===== config.mk =====
export PLATFORM = sky130hd
export DESIGN_NAME = npc_ctrl
export DESIGN_NICKNAME = d
export VERILOG_FILES = /design/src/rtl/npc_ctrl_pkg.sv /design/src/rtl/npc_inst_classify.sv /design/src/rtl/npc_ctrl.sv
export SDC_FILE = /design/constraint.sdc
export NUM_CORES = 1
export LEC_CHECK = 0
export CAP_MARGIN = 15
export CORE_MARGIN = 1.5
export CORE_UTILIZATION = 35
export CTS_CLUSTER_SIZE = 16
export DETAILED_ROUTE_END_ITERATION = 10
export PLACE_DENSITY = 0.78
export SETUP_SLACK_MARGIN = 0.2
export SLEW_MARGIN = 20
export SYNTH_ARGS = -nofsm -noshare
export SYNTH_HDL_FRONTEND = slang
export SYNTH_SLANG_ARGS = --single-unit

===== constraint.sdc =====
create_clock -name clk -period 1.9 [get_ports clk]
set_input_delay 0.19 -clock clk [delete_from_list [all_inputs] [get_ports clk]]
set_output_delay 0.19 -clock clk [all_outputs]
set_load 0.02 [all_outputs]

===== src/rtl/npc_ctrl_pkg.sv =====
// Shared encodings for the NPC multi-cycle sequencer: states, instruction
// classes, opcode constants and PC-select codes.
package npc_ctrl_pkg;

    typedef enum logic [3:0] {
        S_RESET  = 4'd0,
        S_FETCH  = 4'd1,
        S_WAIT_I = 4'd2,
        S_DECODE = 4'd3,
        S_EXEC   = 4'd4,
        S_MEM    = 4'd5,
        S_WAIT_M = 4'd6,
        S_WB     = 4'd7,
        S_HALT   = 4'd8,
        S_ERR    = 4'd9
    } state_e;

    typedef enum logic [3:0] {
        CLS_LOAD    = 4'd0,
        CLS_STORE   = 4'd1,
        CLS_OPIMM   = 4'd2,
        CLS_OP      = 4'd3,
        CLS_LUI     = 4'd4,
        CLS_AUIPC   = 4'd5,
        CLS_JAL     = 4'd6,
        CLS_JALR    = 4'd7,
        CLS_BRANCH  = 4'd8,
        CLS_SYSTEM  = 4'd9,
        CLS_UNKNOWN = 4'd10
    } cls_e;

    localparam logic [6:0] OPC_LOAD   = 7'b0000011;
    localparam logic [6:0] OPC_STORE  = 7'b0100011;
    localparam logic [6:0] OPC_OPIMM  = 7'b0010011;
    localparam logic [6:0] OPC_OP     = 7'b0110011;
    localparam logic [6:0] OPC_LUI    = 7'b0110111;
    localparam logic [6:0] OPC_AUIPC  = 7'b0010111;
    localparam logic [6:0] OPC_JAL    = 7'b1101111;
    localparam logic [6:0] OPC_JALR   = 7'b1100111;
    localparam logic [6:0] OPC_BRANCH = 7'b1100011;
    localparam logic [6:0] OPC_SYSTEM = 7'b1110011;

    localparam logic [31:0] INST_EBREAK = 32'h0010_0073;
    localparam logic [31:0] INST_NOP    = 32'h0000_0013;

    localparam logic [1:0] PC_SEL_SEQ = 2'd0;
    localparam logic [1:0] PC_SEL_BR  = 2'd1;
    localparam logic [1:0] PC_SEL_JMP = 2'd2;

    function automatic logic cls_is_mem(input cls_e c);
        return (c == CLS_LOAD) || (c == CLS_STORE);
    endfunction

endpackage


===== src/rtl/npc_inst_classify.sv =====
// Combinational opcode classifier: instruction class, rd-write, ebreak and
// illegal-encoding flags for the sequencer's decode stage.
module npc_inst_classify
    import npc_ctrl_pkg::*;
(
    input  logic [31:0] inst,
    output cls_e        cls,
    output logic        writes_rd,
    output logic        is_ebreak,
    output logic        is_illegal
);

    always_comb begin
        cls = CLS_UNKNOWN;
        unique case (inst[6:0])
            OPC_LOAD:   cls = CLS_LOAD;
            OPC_STORE:  cls = CLS_STORE;
            OPC_OPIMM:  cls = CLS_OPIMM;
            OPC_OP:     cls = CLS_OP;
            OPC_LUI:    cls = CLS_LUI;
            OPC_AUIPC:  cls = CLS_AUIPC;
            OPC_JAL:    cls = CLS_JAL;
            OPC_JALR:   cls = CLS_JALR;
            OPC_BRANCH: cls = CLS_BRANCH;
            OPC_SYSTEM: cls = CLS_SYSTEM;
            default:    cls = CLS_UNKNOWN;
        endcase

        is_ebreak  = (inst == INST_EBREAK);
        is_illegal = (cls == CLS_UNKNOWN) || ((cls == CLS_SYSTEM) && !is_ebreak);
        // True only when a real (non-x0) destination register gets written.
        writes_rd  = (inst[11:7] != 5'd0) &&
                     !(cls inside {CLS_STORE, CLS_BRANCH, CLS_SYSTEM, CLS_UNKNOWN});
    end

endmodule


===== src/rtl/npc_ctrl.sv =====
// NPC multi-cycle sequencer: fetch handshake, decode, execute, memory and
// write-back control. Optional counters enabled by NPC_CTRL_PERF_EN.
module npc_ctrl
    import npc_ctrl_pkg::*;
#(
    parameter int unsigned TIMEOUT = 256,
    parameter int unsigned TO_W    = 8
) (
    input  logic        clk,
    input  logic        rst,
    output logic        ifu_req_valid,
    input  logic        ifu_req_ready,
    input  logic        ifu_rsp_valid,
    input  logic [31:0] ifu_rsp_inst,
    output logic [31:0] inst,
    output logic        lsu_req_valid,
    input  logic        lsu_req_ready,
    output logic        lsu_req_wen,
    input  logic        lsu_rsp_valid,
    input  logic        br_taken,
    output logic        rf_wen,
    output logic        pc_we,
    output logic [1:0]  pc_sel,
    output logic        halt,
    output logic        illegal,
    output logic [63:0] perf_cycle,
    output logic [63:0] perf_instret
);

    localparam logic [TO_W-1:0] TO_LAST = TO_W'(TIMEOUT - 1);

    state_e          state_q, state_nx;
    logic [31:0]     inst_q, inst_nx;
    logic [TO_W-1:0] wd_q, wd_nx, wd_inc;
    logic            wd_expired;

    cls_e cls;
    logic writes_rd, is_ebreak, is_illegal;

    npc_inst_classify u_classify (
        .inst       (inst_q),
        .cls        (cls),
        .writes_rd  (writes_rd),
        .is_ebreak  (is_ebreak),
        .is_illegal (is_illegal)
    );

    assign inst       = inst_q;
    assign wd_expired = (wd_q == TO_LAST);
    assign wd_inc     = (wd_q == '1) ? wd_q : wd_q + TO_W'(1);

    // State, instruction and watchdog registers.
    always_ff @(posedge clk) begin
        if (rst) begin
            state_q <= S_RESET;
            inst_q  <= INST_NOP;
            wd_q    <= '0;
        end else begin
            state_q <= state_nx;
            inst_q  <= inst_nx;
            wd_q    <= wd_nx;
        end
    end

    // Next-state and Moore output decode.
    always_comb begin
        state_nx      = state_q;
        inst_nx       = inst_q;
        wd_nx         = '0;
        ifu_req_valid = 1'b0;
        lsu_req_valid = 1'b0;
        lsu_req_wen   = 1'b0;
        rf_wen        = 1'b0;
        pc_we         = 1'b0;
        pc_sel        = PC_SEL_SEQ;
        halt          = 1'b0;
        illegal       = 1'b0;

        unique case (state_q)
            S_RESET: state_nx = S_FETCH;
            S_FETCH: begin
                ifu_req_valid = 1'b1;
                if (ifu_req_ready) state_nx = S_WAIT_I;
            end
            S_WAIT_I: begin
                if (ifu_rsp_valid) begin
                    inst_nx  = ifu_rsp_inst;
                    state_nx = S_DECODE;
                end else if (wd_expired) begin
                    state_nx = S_ERR;
                end else begin
                    wd_nx = wd_inc;
                end
            end
            S_DECODE: begin
                if (is_ebreak)       state_nx = S_HALT;
                else if (is_illegal) state_nx = S_ERR;
                else                 state_nx = S_EXEC;
            end
            S_EXEC: state_nx = cls_is_mem(cls) ? S_MEM : S_WB;
            S_MEM: begin
                lsu_req_valid = 1'b1;
                lsu_req_wen   = (cls == CLS_STORE);
                if (lsu_req_ready) state_nx = S_WAIT_M;
            end
            S_WAIT_M: begin
                if (lsu_rsp_valid) begin
                    state_nx = S_WB;
                end else if (wd_expired) begin
                    state_nx = S_ERR;
                end else begin
                    wd_nx = wd_inc;
                end
            end
            S_WB: begin
                pc_we    = 1'b1;
                rf_wen   = writes_rd;
                state_nx = S_FETCH;
                if ((cls == CLS_JAL) || (cls == CLS_JALR)) pc_sel = PC_SEL_JMP;
                else if ((cls == CLS_BRANCH) && br_taken)  pc_sel = PC_SEL_BR;
            end
            S_HALT: halt = 1'b1;
            S_ERR:  illegal = 1'b1;
            default: state_nx = S_ERR;
        endcase
    end

`ifdef NPC_CTRL_PERF_EN
    logic [63:0] cyc_q, ret_q;
    logic        retire;

    // A WB cycle retires its instruction; ebreak retires on entry to HALT.
    assign retire = (state_q == S_WB) || ((state_q != S_HALT) && (state_nx == S_HALT));

    always_ff @(posedge clk) begin
        if (rst) begin
            cyc_q <= '0;
            ret_q <= '0;
        end else begin
            cyc_q <= cyc_q + 64'd1;
            if (retire) ret_q <= ret_q + 64'd1;
        end
    end

    assign perf_cycle   = cyc_q;
    assign perf_instret = ret_q;
`else
    assign perf_cycle   = '0;
    assign perf_instret = '0;
`endif

endmodule


==> After elaboration in Yosys (flattened, before gate mapping) <==
Cells that the tools add are included.
{ "word_totals": {"regBits": 44, "wordCells": 74, "out_inout_bits": 169, "inputBits": 39} }
{ "classes": {"n_mux": 24, "n_reduce_logical": 16, "eq_ne": 29, "addsub": 1, "n_bitwise": 1} }
{ "ops": {"columns": ["op", "n"], "rows": [
  ["4-bit one-hot mux with 10 select lines", 1],
  ["32-bit by 21-bit equality test with 1-bit output (second input constant)", 1],
  ["4-bit one-hot mux with 8 select lines", 1],
  ["7-bit equality test (second input constant)", 4],
  ["4-bit 2-to-1 mux", 7],
  ["4-bit by 3-bit equality test with 1-bit output (second input constant)", 6],
  ["8-bit 2-to-1 mux", 3],
  ["7-bit by 6-bit equality test with 1-bit output (second input constant)", 3],
  ["4-bit equality test (second input constant)", 5],
  ["8-bit one-hot mux with 2 select lines", 1],
  ["7-bit by 5-bit equality test with 1-bit output (second input constant)", 2],
  ["8-bit by 1-bit adder with 8-bit output (second input constant)", 1],
  ["4-bit by 1-bit equality test with 1-bit output (second input constant)", 2],
  ["4-bit by 2-bit equality test with 1-bit output (second input constant)", 2],
  ["8-bit equality test (second input constant)", 1],
  ["4-bit logical NOT", 2],
  ["1-bit 2-to-1 mux", 8],
  ["7-bit by 2-bit equality test with 1-bit output (second input constant)", 1],
  ["2-bit 2-to-1 mux", 3],
  ["5-bit nonzero test", 1],
  ["2-bit inequality test (second input constant)", 2],
  ["4-bit nonzero test", 1],
  ["2-bit OR reduction", 2],
  ["1-bit logical AND", 3],
  ["other kinds (5)", 8]
]} }

==> Depth between registers and ports, before layout <==
Gate-level depths: netlist (run 1).
{ "depth": {"ltp_word": 8, "depth_mapped": 7} }

==> Modules after synthesis <==
A second synthesis (run 1) with hierarchy kept.
{ "hier_totals": {"cells_unflattened": 402, "area_unflattened_um2": 3115.5} }
{ "modules_own_cells": {"columns": ["module", "n_inst", "seq_area_each_um2", "cells_per_inst", "area_each_um2"], "rows": [
  ["npc_ctrl", 1, 880.8, 357, 2766.4],
  ["npc_inst_classify", 1, 0.0, 45, 349.1]
]} }

==> Worst setup path after synthesis (run 1) <==
No wires, ideal clock.
{ "synth_timing": {"kind": "register -> output", "start": "register inst_q[6] (netlist: inst[6])", "end": "output rf_wen", "path_slack_ns": -0.010, "t_required_ns": 1.710, "arrival_time_ns": 1.720, "stages_incl_launch_ff": 5, "cell_sequence": "dfxtp_1 > buf_2 > a21boi_0 > a211o_1 > nor4_1"} }
{ "synth_via": {"elab_chain_len": 7, "word_cells_on_any_way": 19, "cone_classes": "eq/ne: 14; mux: 2; reduce/logical: 3"} }
{ "synth_rtl": {"columns": ["item", "line", "text"], "rows": [
  ["start, declared", "npc_ctrl.sv:33", "logic [31:0] inst_q, inst_nx;"],
  ["start signal, assigned", "npc_ctrl.sv:60", "inst_q <= inst_nx;"],
  ["7-bit equality test, or another cell as far along", "npc_inst_classify.sv:15", "unique case (inst[6:0])"],
  ["4-bit one-hot mux with 10 select lines *", "npc_inst_classify.sv:15", null],
  ["4-bit by 1-bit equality test with 1-bit output / 4-bit equality test (equally long branches)", "npc_inst_classify.sv:33", "!(cls inside {CLS_STORE, CLS_BRANCH, CLS_SYSTEM, CLS_UNKNOWN});"],
  ["4-bit nonzero test *", "npc_inst_classify.sv:33", null],
  ["1-bit logical NOT *", "npc_inst_classify.sv:33", null],
  ["1-bit logical AND *", "npc_inst_classify.sv:32", "writes_rd = (inst[11:7] != 5'd0) &&"],
  ["1-bit 2-to-1 mux *", "npc_ctrl.sv:79", "unique case (state_q)"],
  ["end, declared", "npc_ctrl.sv:21", "output logic rf_wen,"]
]} }
Every way passes the cells marked *; elsewhere a longest branch is shown, timed or not.

==> Worst setup path in the final report (run 1) <==
{ "layout_timing": {"start": "register inst_q[10] (netlist: inst[10])", "end": "output rf_wen"} }
{ "layout_via": {"elab_chain_len": 3} }
{ "layout_rtl": {"columns": ["item", "line"], "rows": [
  ["5-bit nonzero test", "npc_inst_classify.sv:32"],
  ["1-bit logical AND", "npc_inst_classify.sv:32"],
  ["1-bit 2-to-1 mux", "npc_ctrl.sv:79"]
]} }
Every way passes these cells.

==> reports/metrics.cfg, run 1 <==
[floorplanning]
core-area_um2 = 8130
fp.dieH_um = 94.2
ios = 208
start_util_pct = 35.7
die_w_um = 94.2
rows = 33
dieArea_um2 = 8860

[detailed_routing]
drc_errors = 0
vias = 2417
drtIter0Drc = 86
via_per_inst = 4.18
firstDrtPassIters = 4
post_drt_wl_per_cell_um = 11.5
final_antenna_net_count = 0
wl_mm = 6.65

[cells_and_area]
area_growth_pct = 25.4
mostFrequentLayoutCell = conb_1
layout_common_cells = 128 x conb_1, 73 x nand2_1, 70 x clkdlybuf4s50_1
drive_gt1_share_pct = 13.3
layout.nets = 512
fin_cells = 578
n_antenna_cell = 0
finish.utilization_pct = 44.8

[placed_design]
place_inst = 570
dp_hpwl_mm = 5.26
pre_cts_ws_ps = -16.1
port_buffers = 79
gp_congestion = 0.776

[power]
sw_frac_of_total_pct = 35.2
power_switching_mw = 0.944
seqPwrFrac_pct = 38.5
combPwrFrac_pct = 32.9
p_int_mw = 1.74
clockPowerShare_pct = 28.6
ir_drop_uv = 418
powerDensity_nw_per_um2 = 736
p_leak_nw = 1.57

[hold_path]
hp-start = ifu_rsp_inst[22]
min_path_type = input pin to flop

[global_route]
antenna_found_initial = 0
grt.total_usage_pct = 14.5
grt_max_degree = 33
grt_pass1_vias = 2083
grt_pass1_wl_mm = 10.0
overflow = 0

[timing]
tns_ps = 0
finalSetupViolCount = 0
skew_ps = 7.53
holdWs_ps = 430
rsz0062_at_grt = yes
fmax_mhz = 578
final.setup.worst_slack_ps = 169
min_period_ps = 1730
hold_viol = 0
period_share_pct = 91.1
slew_viol_final = 0

[clocking]
path_clk_slew_ps = 90
cts_tree = done
postCtsSetupRepairBufs = 0
cts_hold_buf = 0
cts_buffers = 5
worstSkewPairLatency_ps = 300
cts_htree_levels = 2
cts.sinks = 44
cts-root-buf = clkbuf_8
clk_path_buf_depth = 2

[critical_path]
startpoint_type = flop
crit_type = flop to output pin
end_kind = output pin
r2r_start = wd_q[0]$_SDFF_PP0_
crit_fanout = 2
cp.arrival_ps = 1540
crit_path_start = inst[10]$_SDFFE_PP0P_
crit_required_ps = 1710

[synthesis]
synth_ff_type = dfxtp_1
avgSynthCellArea_um2 = 7.69
ys_seq_area_share_pct = 30.3
synth_cells = 378
ys_warn_count = 0
syn_area_um2 = 2910
synthMuxAreaShare_pct = 0.387
synth_top_family_by_area = buffers and inverters
synthArstFlopShare_pct = 0
synthAdderAreaFrac_pct = 0.430
yosys.area_share.simple_pct = 21.5
ys_types = 43
synth_edf_count = 0
synth-compound-area-share_pct = 9.42
synth-seq-cells = 44
synth_xor_area_share_pct = 1.81

[outcome]
status = completed

[run]
cap_violations = 0

==> metrics by stage <==
stage	power (mW)	instance area (um2)
3_5_place_dp	1.92	3490
6_report	2.68	3650
3_3_place_gp	1.90	3490
2_1_floorplan	1.79	3400
5_1_grt	2.82	3650
4_1_cts	2.69	3650
==> per-layer routing <==
metal / track usage, % / vias up / part of all wire (%)
li1: - / 1166 / -
met2: 26.3 / 128 / 53
met3: 2.75 / 6 / 6.0
met1: 16.3 / 1117 / 40
met5: 0 / - / 0
met4: 6.34 / 0 / 1.4
==> kinds of logic after synthesis <==
kind of cell | after synthesis
other | 1
buffers and inverters | 149
AO/OA/AOI/OAI | 46
adder cells (fa/ha/maj) | 1
XOR/XNOR | 6
AND/OR/NAND/NOR | 130
multiplexers | 1
flip-flops | 44
==> final timing paths <==
check / cells after the start / endpoint / slack [ps]
setup / recovery: 4 / rf_wen / 170
hold / removal: 3 / inst[22]$_SDFFE_PP0P_ / 430
setup reg to reg: 5 / state_q[1]$_SDFFE_PP0P_ / 320
hold reg to reg: 2 / inst[7]$_SDFFE_PP0P_ / 470
==> final cells by class <==
class                   instances  area, um2
flip-flops and latches         44        887
clock inverters                 2       38.8
repair buffers                104        967
well taps                     105        131
multi-input cells             312       1520
fillers                       809       4490
inverters                       5       18.8
clock buffers                   6       82.6
==> repair_timing <==
item | 4_1_cts | 5_1_grt
pin swaps | 3 | 1
resized for setup | 45 | 13
endpoints found under the hold margin | 0 | 0
setup endpoints to repair | 9 | 15
==> power by group through the flow <==
| stage | clock network, mW | logic, mW | registers [mW] |
|---|---|---|---|
| final | 0.767 | 0.884 | 1.03 |
| after global placement | 0 | 0.858 | 1.05 |
| after CTS | 0.779 | 0.882 | 1.03 |
| after floorplan | 0 | 0.695 | 1.09 |
| after global routing | 0.815 | 0.962 | 1.04 |
| after detailed placement | 0 | 0.871 | 1.05 |
==> Yosys cell counts (2+ instances only) <==
master,instances,area (um2)
dfxtp_1,44,881
or3_1,2,12.5
nor4b_1,3,26.3
buf_2,7,35.0
nor3b_1,2,15.0
buf_4,128,961
clkbuf_1,9,33.8
o211ai_1,2,15.0
a211o_1,2,17.5
nand3_1,7,35.0
nand4bb_1,2,22.5
nor3_1,10,50.1
o21ai_0,4,20.0
a21oi_1,29,145
nand2_1,73,274
nand2b_1,5,31.3
inv_1,5,18.8
xor2_1,2,17.5
nand4_1,2,12.5
nor4_1,3,18.8
xnor2_1,4,35.0
nor2_1,12,45.0
==> registers in the layout, indices dropped and copies added (netlist names) <==
signal / count
inst: 32
wd_q: 8
state_q: 4
==> worst max-delay path, cell delays in order (launching register included) <==
cell and delay, ps:
dfxtp_1 330, or4_4 550, o21ai_2 150, nor4_2 60, buf_4 170
Note: power is estimated with default switching activity, not from simulation.
==> run 2, diff against run 1 <==
CAP_MARGIN = not set   (was 15)
SLEW_MARGIN = not set   (was 20)
clock period = 1.8 ns   (was 1.9 ns; I/O delays follow)
==> reports/metrics.cfg, run 2 (same netlist as run 1, synthesis figures left out) <==
[detailed_routing]
vias = 2355  ; -2.6%
post_drt_wl_per_cell_um = 11.4  ; -0.52%
wl_mm = 6.68  ; +0.51%
drtIter0Drc = 79  ; -8.1%
via_per_inst = 4.03  ; -3.6%
final_antenna_net_count = 0  ; unchanged
firstDrtPassIters = 4  ; unchanged
drc_errors = 0  ; unchanged

[critical_path]
r2r_start = wd_q[0]$_SDFF_PP0_
cpMaxStageDelayCell = or4_4
slowest_delay_ps = 530  ; -20 ps
crit_required_ps = 1620  ; -90 ps
reg2regPathDepth = 5  ; unchanged
path_buf_inv = 1  ; unchanged
crit_type = flop to output pin
rrSetupSlack_ps = 270  ; -50 ps
crit_fanout = 2  ; unchanged
startpoint_type = flop
r2r-end = state_q[1]$_SDFFE_PP0P_
critPathTopFamily = simple AND/OR/NAND/NOR gates
path_cells = or4_4 > o21ai_2 > nor4_4 > buf_4
cp.arrival_ps = 1570  ; +30 ps
end_kind = output pin

[cells_and_area]
fin_cells = 584  ; +1.0%
layout_common_cells = 128 x conb_1, 72 x nand2_1, 64 x clkdlybuf4s50_1
drive_gt1_share_pct = 16.3  ; +3.0 points
layout.nets = 518  ; +1.2%
mostFrequentLayoutCell = conb_1
fill_cells = 811  ; +0.25%
area_growth_pct = 29.1
n_antenna_cell = 0  ; unchanged
finish.utilization_pct = 46.2  ; +1.3 points
largest_register_ffs = 32  ; unchanged

[global_route]
overflow = 0  ; unchanged
grt.total_usage_pct = 14.4  ; -0.15 points
grt_max_degree = 33  ; unchanged
grt_pass1_vias = 2099  ; +0.77%
grt_pass1_wl_mm = 9.95  ; -0.97%
antenna_found_initial = 0  ; unchanged

[clocking]
worstSkewPairLatency_ps = 300  ; about the same
cts_buffers = 5  ; unchanged
path_clk_slew_ps = 90  ; about the same
cts_hold_buf = 0  ; unchanged
cts.sinks = 44  ; unchanged
cts_tree = done
clk_path_buf_depth = 2  ; unchanged
cts_htree_levels = 2  ; unchanged
cts-root-buf = clkbuf_8

[placed_design]
port_buffers = 79  ; unchanged
gp_congestion = 0.783  ; +0.93%
place_inst = 574  ; +0.70%
dp_hpwl_mm = 5.13  ; -2.6%

[floorplanning]
dieArea_um2 = 8860  ; unchanged
start_util_pct = 35.7  ; unchanged
fp.dieH_um = 94.2  ; unchanged
ios = 208  ; unchanged
rows = 33  ; unchanged
die_w_um = 94.2  ; unchanged
core-area_um2 = 8130  ; unchanged

[timing]
period_share_pct = 97.0
skew_ps = 6.37  ; -1.16 ps
fmax_mhz = 573
hold_viol = 0  ; unchanged
tns_ps = 0  ; unchanged
min_period_ps = 1750
slew_viol_final = 0  ; unchanged
rsz0062_at_grt = yes
finalSetupViolCount = 0  ; unchanged

[outcome]
status = completed

[run]
cap_violations = 0  ; unchanged

[hold_path]
whs_path_depth = 3  ; unchanged
hold_end = inst[6]$_SDFFE_PP0P_
min_path_type = input pin to flop
hp-start = ifu_rsp_inst[6]

[power]
powerDensity_nw_per_um2 = 727  ; -1.3%
p_leak_nw = 1.67  ; +6.5%
ir_drop_uv = 400  ; -4.3%

## run 2: worst reg2reg max path, cell delays in order, from the launching register on
cell	delay, ps
dfxtp_1	340
ha_1	240
nand3_2	120
o21ai_0	100
a31o_2	250
a2111oi_1	370
## run 2: worst max path at each step
stage	from	to	slack, ps	cells after the start
global placement	inst[3]$_SDFFE_PP0P_	lsu_req_wen	-100	4
finish	inst[10]$_SDFFE_PP0P_	rf_wen	50	4
floorplan	inst[6]$_SDFFE_PP0P_	rf_wen	100	4
CTS	inst[10]$_SDFFE_PP0P_	rf_wen	90	4
detailed placement	inst[3]$_SDFFE_PP0P_	lsu_req_wen	-130	4
global route	inst[10]$_SDFFE_PP0P_	rf_wen	20	4
## run 2: metal layers
layer  vias to the layer above  part of all wire [%]  track usage, %
met5                         -                     0               0
met4                         0                   1.8            5.47
met3                         8                   6.1            2.18
met2                       126                    51            26.5
met1                      1043                    41            16.4
li1                       1178                     -               -
## run 2: stage by stage
step	hold WS [ps]	power (mW)	setup slack, ps	instance area (um2)
after floorplan	304	1.89	104	3410
final	418	2.73	54.9	3750
after detailed placement	458	2.04	-128	3530
after global routing	421	2.86	15.3	3750
after global placement	443	2.03	-102	3530
after CTS	417	2.67	91.7	3640
## run 2: power by group
part / switching (mW) / leakage [nW] / internal, mW
logic: 0.607 / 1.27 / 0.389
registers: 0.0555 / 0.359 / 1.04
clock network: 0.357 / 0.0445 / 0.276
total: 1.02 / 1.67 / 1.71
## run 2: cell type report
| type | count | area (um2) | area share [%] |
|---|---|---|---|
| clock buffer | 5 | 68.8 | 1.83 |
| inverter | 5 | 18.8 | 0.500 |
| timing repair buffer | 110 | 1030 | 27.4 |
| tap | 105 | 131 | 3.50 |
| sequential | 44 | 901 | 24.0 |
| clock inverter | 3 | 21.3 | 0.566 |
| multi-input combinational | 312 | 1590 | 42.2 |
## run 2: timing repair
item | CTS | global route
endpoints found under the hold margin | 0 | 0
gates resized for setup | 56 | 31
endpoints found under the setup margin | 12 | 22
pin swaps | 5 | 5
setup buffers | 0 | 2
==> run 3, diff against run 2 <==
PLACE_DENSITY = 0.91   (was 0.78)
==> reports/metrics.cfg, run 3 (same netlist as run 1, synthesis figures left out) <==
[outcome]
status = completed

[cells_and_area]
fill_cells = 747  ; -7.9%
n_antenna_cell = 0  ; unchanged
area_growth_pct = 27.8
largest_register_ffs = 32  ; unchanged
fin_area_um2 = 3720  ; -1.0%
layout_common_cells = 128 x conb_1, 73 x nand2_1, 63 x clkdlybuf4s50_1
layout.nets = 517  ; -0.19%
drive_gt1_share_pct = 14.9  ; -1.4 points
mostFrequentLayoutCell = conb_1

[timing]
final.setup.worst_slack_ps = 77.2  ; +22.3 ps
period_share_pct = 95.7  ; -1.2 points
skew_ps = 6.52  ; +0.153 ps
fmax_mhz = 580  ; +1.3%
rsz0062_at_grt = yes
hold_viol = 0  ; unchanged
slew_viol_final = 0  ; unchanged
min_period_ps = 1720  ; -22.3 ps
finalSetupViolCount = 0  ; unchanged

[floorplanning]
die_w_um = 94.2  ; unchanged
dieArea_um2 = 8860  ; unchanged
start_util_pct = 35.7  ; unchanged
ios = 208  ; unchanged
rows = 33  ; unchanged
core-area_um2 = 8130  ; unchanged
fp.dieH_um = 94.2  ; unchanged

[detailed_routing]
final_antenna_net_count = 0  ; unchanged
vias = 2462  ; +4.5%
via_per_inst = 4.22  ; +4.7%
drc_errors = 0  ; unchanged
wl_mm = 6.57  ; -1.7%
firstDrtPassIters = 4  ; unchanged
post_drt_wl_per_cell_um = 11.3  ; -1.5%
drtIter0Drc = 88  ; +11%

[hold_path]
hp-start = ifu_rsp_inst[29]
whs_path_depth = 3  ; unchanged
min_path_type = input pin to flop

[critical_path]
cpMaxStageDelayCell = or4_4
crit_fanout = 2  ; unchanged
slowest_delay_ps = 540  ; about the same
cp.arrival_ps = 1540  ; -30 ps
critPathTopFamily = simple AND/OR/NAND/NOR gates
cp_num_cells = 4  ; unchanged
r2r_start = inst[10]$_SDFFE_PP0P_
crit_type = flop to output pin
path_buf_inv = 1  ; unchanged
reg2regPathDepth = 5  ; unchanged
path_cells = or4_4 > o21ai_2 > nor4_2 > buf_4
startpoint_type = flop
end_kind = output pin
crit_required_ps = 1620  ; about the same
crit_path_start = inst[10]$_SDFFE_PP0P_

[global_route]
grt_pass1_vias = 2066  ; -1.6%
grt_max_degree = 33  ; unchanged
grt_pass1_wl_mm = 9.59  ; -3.6%
overflow = 0  ; unchanged
antenna_found_initial = 0  ; unchanged
grt.total_usage_pct = 13.7  ; -0.67 points

[power]
p_leak_nw = 1.67  ; +0.12%
ir_drop_uv = 535  ; +34%
powerDensity_nw_per_um2 = 766  ; +5.5%

[placed_design]
port_buffers = 79  ; unchanged
dp_hpwl_mm = 5.22  ; +1.8%
pre_cts_ws_ps = -93.1  ; +34.6 ps
gp_congestion = 0.811  ; +3.5%
placed_area_um2 = 3540  ; +0.21%

[clocking]
cts_tree = done
clk_path_buf_depth = 2  ; unchanged
cts-root-buf = clkbuf_8
cts.sinks = 44  ; unchanged
path_clk_slew_ps = 90  ; about the same
cts_buffers = 5  ; unchanged
cts_htree_levels = 2  ; unchanged
worstSkewPairLatency_ps = 300  ; about the same
postCtsSetupRepairBufs = 0  ; unchanged

[run]
cap_violations = 0  ; unchanged

-- run 3: cell count changes in the layout (fill, tap and decap cells not counted), sizes merged --
| cell | delta |
|---|---|
| clkdlybuf4s50 | -1 |
| buf | -3 |
| bufinv | +1 |
| clkbuf | +1 |
| clkdlybuf4s15 | +1 |
| clkinv | -1 |
| dlygate4sd2 | -1 |
| dlymetal6s2s | +2 |
-- run 3: where the power goes --
| part | switching, mW | internal, mW | leakage (nW) | total [mW] |
|---|---|---|---|---|
| clock network | 0.361 | 0.418 | 0.0548 | 0.779 |
| registers | 0.0530 | 1.04 | 0.359 | 1.09 |
| logic | 0.603 | 0.374 | 1.26 | 0.977 |
| total | 1.02 | 1.83 | 1.67 | 2.85 |
-- run 3: repair_timing --
item,4_1_cts,5_1_grt
setup endpoints to repair,11,25
resized for setup,47,23
hold buffers,0,0
pin swaps,5,1
-- run 3: final timing paths --
| path | end | slack, ps |
|---|---|---|
| setup / recovery | rf_wen | 80 |
| hold / removal | inst[29]$_SDFFE_PP0P_ | 420 |
| setup reg to reg | state_q[0]$_SDFFE_PP0P_ | 160 |
| hold reg to reg | wd_q[0]$_SDFF_PP0_ | 470 |
-- run 3: final cells by class --
| class | instances | area (um2) | area share (%) |
|---|---|---|---|
| sequential | 44 | 887 | 23.9 |
| multi-input combinational | 312 | 1550 | 41.6 |
| tap | 105 | 131 | 3.53 |
| inverter | 5 | 18.8 | 0.505 |
| clock buffer | 5 | 68.8 | 1.85 |
| timing repair buffer | 109 | 1020 | 27.4 |
| clock inverter | 3 | 46.3 | 1.25 |
-- run 3: per-stage QoR --
step / total power [mW] / setup TNS (ps) / instances / util, % / hold slack, ps
floorplan: 1.89 / 0 / 505 / - / 304
global placement: 2.03 / -95.3 / 575 / 43.5 / 442
detailed placement: 2.05 / -279 / 575 / 43.5 / 453
CTS: 2.83 / 0 / 583 / 45.1 / 415
global route: 2.99 / 0 / 583 / 45.7 / 422
finish: 2.85 / 0 / 583 / 45.7 / 417
-- run 3: routing by layer --
metal,up-vias,GRT usage (%),share of wire [%]
met5,-,0,0
met4,0,4.85,1.5
met3,7,2.18,6.5
met2,138,25.5,52
met1,1139,15.5,40
li1,1178,-,-
-- run 3: worst register-to-register path, stage by stage, from the launching register on --
cell	delay, ps
dfxtp_2	330
or4_4	540
buf_4	150
nor4_2	220
and4_1	230
o2bb2ai_1	60
